## config.mk

```make
export PLATFORM = sky130hd
export DESIGN_NAME = hazard_scoreboard
export DESIGN_NICKNAME = d
export VERILOG_FILES = /design/src/rtl/hazard_scoreboard.sv
export SDC_FILE = /design/constraint.sdc
export NUM_CORES = 1
export LEC_CHECK = 0
export BUFFER_PORTS_ARGS = -buffer_cell sky130_fd_sc_hd__buf_4
export CORE_ASPECT_RATIO = 1.1
export CORE_MARGIN = 2
export CORE_UTILIZATION = 35
export DETAILED_ROUTE_END_ITERATION = 16
export SYNTH_ARGS = -nofsm -noshare
export SYNTH_HDL_FRONTEND = slang
export SYNTH_SLANG_ARGS = --single-unit
```

## constraint.sdc

```tcl
create_clock -name clk -period 5.55 [get_ports clk]
set_input_delay 1.11 -clock clk [delete_from_list [all_inputs] [get_ports clk]]
set_output_delay 1.11 -clock clk [all_outputs]
set_load 0.05 [all_outputs]
```

## src/rtl/hazard_scoreboard.sv

```systemverilog
// Tuse/Tnew data-hazard stall unit for a 5-stage MIPS pipeline, with an MDU
// busy tracker for HI/LO instructions and a saturating stall-cycle counter.
module hazard_scoreboard #(
  parameter int REG_W       = 5,
  parameter int T_W         = 2,
  parameter int MULT_CYCLES = 5,
  parameter int DIV_CYCLES  = 10,
  parameter int CNT_W       = 32
) (
  input  logic                       clk,
  input  logic                       reset,
  input  logic [REG_W-1:0]           rs_d,
  input  logic [REG_W-1:0]           rt_d,
  input  logic [T_W-1:0]             tuse_rs_d,
  input  logic [T_W-1:0]             tuse_rt_d,
  input  logic [REG_W-1:0]           a3_d,
  input  logic [T_W-1:0]             tnew_d,
  input  logic                       md_d,
  input  logic                       start_e,
  input  logic                       div_e,
  output logic                       stall,
  output logic                       bubble_e,
  output logic                       md_busy,
  output logic [CNT_W-1:0]           stall_cnt,
  output logic [3*(REG_W+T_W)-1:0]   dbg_pipe
);

  localparam int MD_MAX = (DIV_CYCLES > MULT_CYCLES) ? DIV_CYCLES : MULT_CYCLES;
  localparam int MD_W   = $clog2(MD_MAX + 1);
  localparam logic [T_W-1:0] TUSE_NONE = '1;

  logic [REG_W-1:0] a3_e, a3_m, a3_w;
  logic [T_W-1:0]   tnew_e, tnew_m, tnew_w;
  logic [MD_W-1:0]  md_cnt;
  logic             rs_haz, rt_haz, md_haz;

  function automatic logic [T_W-1:0] dec_sat(input logic [T_W-1:0] t);
    return (t == '0) ? '0 : t - T_W'(1);
  endfunction

  function automatic logic src_haz(input logic [REG_W-1:0] r,
                                   input logic [T_W-1:0]   tuse,
                                   input logic [REG_W-1:0] ae,
                                   input logic [T_W-1:0]   te,
                                   input logic [REG_W-1:0] am,
                                   input logic [T_W-1:0]   tm);
    logic h;
    h = 1'b0;
    if (r != '0 && tuse != TUSE_NONE) begin
      if (r == ae && te > tuse) h = 1'b1;
      if (r == am && tm > tuse) h = 1'b1;
    end
    return h;
  endfunction

  // W is deliberately excluded: with tnew <= 2 its remaining tnew is always 0.
  always_comb begin
    rs_haz   = src_haz(rs_d, tuse_rs_d, a3_e, tnew_e, a3_m, tnew_m);
    rt_haz   = src_haz(rt_d, tuse_rt_d, a3_e, tnew_e, a3_m, tnew_m);
    md_busy  = (md_cnt != '0);
    md_haz   = md_d && (md_busy || start_e);
    stall    = rs_haz || rt_haz || md_haz;
    bubble_e = stall;
    dbg_pipe = {a3_e, tnew_e, a3_m, tnew_m, a3_w, tnew_w};
  end

  always_ff @(posedge clk or posedge reset) begin
    if (reset) begin
      a3_e   <= '0;
      tnew_e <= '0;
      a3_m   <= '0;
      tnew_m <= '0;
      a3_w   <= '0;
      tnew_w <= '0;
    end else begin
      if (stall) begin
        a3_e   <= '0;
        tnew_e <= '0;
      end else begin
        a3_e   <= a3_d;
        tnew_e <= tnew_d;
      end
      a3_m   <= a3_e;
      tnew_m <= dec_sat(tnew_e);
      a3_w   <= a3_m;
      tnew_w <= dec_sat(tnew_m);
    end
  end

  // A new start always reloads, even over a running operation.
  always_ff @(posedge clk or posedge reset) begin
    if (reset) begin
      md_cnt <= '0;
    end else if (start_e) begin
      md_cnt <= div_e ? MD_W'(DIV_CYCLES) : MD_W'(MULT_CYCLES);
    end else if (md_cnt != '0) begin
      md_cnt <= md_cnt - MD_W'(1);
    end
  end

  always_ff @(posedge clk or posedge reset) begin
    if (reset) begin
      stall_cnt <= '0;
    end else if (stall && stall_cnt != '1) begin
      stall_cnt <= stall_cnt + CNT_W'(1);
    end
  end

endmodule

```

==> run metrics <==
Worst slew margin=44.6%; final period demand of the worst path=4070 ps; Final TNS setup=0 ps; share of layout cells above drive strength 1=29.6%; worst path required time=4440 ps; top cell type's share of synthesized area=50.2%; Vias/cell=4.91; CTS resizes=0; Yosys cell types=38; P&R area growth vs syn=31.6%; # diodes=0; status=completed; Final period util=73.4%; Total GRT Usage=16.0%; most used cell, CP=buf_4; Initial Util=35.9%; Post-synth top cells=dfrtp_1, xnor2_1, nand4_1; Synth Instances=259; root cell of the clock tree=clkbuf_8; Main synth FF type=dfrtp_1; initial DRC count=93; maximum buffer depth of the clock tree=2; dpl ws=1490 ps; Simple-Gate Fraction of Synth Area=20.9%; CP Class=input pin to primary output; Die ar.=0.00886 mm^2; slowest library cell on the worst path=and3_1; Netlist Area Pre-Place=0.00284 mm^2; final hold vios=0; clk sink count=57; CTS Buf Count=9; CP max stage delay=320 ps; Post-Synth XOR/XNOR Area=15.7%; main combinational cell family by area after synthesis=simple AND/OR/NAND/NOR gates; setup bufs post-CTS=0; endpoint class of the critical path=primary output; Ys Warns=0; DRC Markers=0; CP Buf/Inv Count=4; Total Routed Length=6710 um; IO Port Bufs=81; final clock skew=6.58 ps; Synthesized Nets=296; f_max=245 MHz; Yosys reg bits=57; Post-synth EDFFs=0; proportion of synthesized area in mux cells=0.748%; crit start category=input pin; final slew viol count=0; asr flop ratio synth=100%; CTS Hold Bufs=0; via count=2252; drt first pass iters=4; unrepaired setup endpoints after global routing=no; PnR worst setup slack=1480 ps; post-synthesis sequential area ratio=50.2%; number of fill cells in the layout=766; Area contributors post-synth=dfrtp_1, xnor2_1, ha_1, nand4_1, and3_1; Leakage=1.79 nW; Post-Syn Area per Cell=11.0 um^2; Die Wd=89.9 um; pwr dens=326 mW/mm^2; pin count of the biggest net entering global routing=58; # setup viols final=0; worst min path class=flop to flop; Synth Area in Adders=4.84%; ANT nets after route=0; Clock Pin Slew Worst Setup and Hold Paths=60 ps; worst vdd ir=274 uV; most numerous cell in the Yosys netlist=dfrtp_1; # IOs=82; # rows=34; clock latency on the worst-skew pair=330 ps; vias in the first global route=2317; Max-Cap Viols=0; slew of the pin with the lowest slew margin=831 ps; global-route wire length before repair=11400 um; Placed Cells=443; DP Wirelength=4800 um; Compound-Gate Fraction of Synth Area=4.18%; CP Data Arrival Time=2960 ps; average wire per standard cell=14.6 um; delay-heaviest family, CP=simple AND/OR/NAND/NOR gates; Die Y=98.5 um; Final Non-Filler Cells=459; Total Power=1.22 mW; Synth area leader=dfrtp_1; final net count=383; Max Fanout on Critical Path=9; crit-path cells=buf_4 > inv_1 > ha_1 > nand2_1 > nand4_1 > nor4_1 > o221ai_1 > and3_1 > inv_2 > buf_4; total grt overflow=0; initial antenna violation count=0; CTS tree=built; Clock H-tree levels=3; core area=0.00791 mm^2; Final Wtd Congestion=0.923
## worst register-to-register path, stage by stage, from the launching register on
cell	delay (ps)
dfrtp_1	430
ha_1	310
nand2_1	70
nand4_1	100
nor4_1	300
o221ai_1	260
a31oi_4	740
nand4_1	260
xnor2_1	190
## layout by cell type (no fill, tap or decap), types with 4 or more instances in the layout
master    instances
nand3_1          13
nor4_1            5
clkbuf_8         10
a21oi_1           6
buf_4            82
inv_1            13
nand4_1          18
nand2_1          15
and3_1           14
and2_1           10
nor2_1            7
xor2_1            9
o21ai_0           4
dfrtp_1          57
ha_1             11
xnor2_1          42
## worst paths after layout
kind | from | endpoint | slack, ps | depth (start not counted)
max | tuse_rt_d[1] | bubble_e | 1480 | 10
min | tnew_e[0]$_DFF_PP0_ | tnew_m[0]$_DFF_PP0_ | 470 | 1
max reg2reg | tnew_m[1]$_DFF_PP0_ | stall_cnt[11]$_DFFE_PP0P_ | 2770 | 8
min reg2reg | tnew_e[0]$_DFF_PP0_ | tnew_m[0]$_DFF_PP0_ | 470 | 1
max in group asynchronous | reset | a3_w[1]$_DFF_PP0_ | 4080 | 3
min in group asynchronous | reset | md_cnt[1]$_DFFE_PP0N_ | 970 | 3
## layer usage
metal	track usage, %	wire [um]	share of wire, %
met1	20.0	2900	43
met2	25.8	3210	48
met3	4.66	482	7.2
met4	7.34	116	1.7
met5	0	0	0
## flip-flops by register name, indices dropped and copies added (netlist names)
signal,cells
a3_w,5
tnew_m,2
a3_m,5
a3_e,5
tnew_w,2
tnew_e,2
stall_cnt,32
md_cnt,4
## metrics by stage
stage	cell area (um^2)	util, %	hold slack [ps]
6_report	3740	47.3	468
3_5_place_dp	3550	44.9	463
2_1_floorplan	2840	-	537
5_1_grt	3740	47.3	500
4_1_cts	3740	47.3	479
3_3_place_gp	3550	44.9	466
## layout make-up
cell class	instances	area, um^2	share of cell area [%]
clock inverter	3	40.0	1.07
inverter	15	56.3	1.51
clock buffer	13	149	3.98
timing repair buffer	82	616	16.5
tap	108	135	3.61
multi-input combinational	181	1320	35.2
sequential	57	1430	38.1
## cell families after synthesis
kind of cell,after synthesis
AOI/OAI and AO/OA,17
xor gates and xnor gates,51
adders and majority gates,11
buffers and inverters,21
DFF,57
muxes,2
and+or+nand+nor,100
## report_power, final
part	total, mW	switching [mW]	internal (mW)
Combinational	0.336	0.223	0.113
Clock	0.378	0.159	0.219
Sequential	0.506	0.0504	0.456
Total	1.22	0.432	0.788
Note: power is estimated with default switching activity, not from simulation.
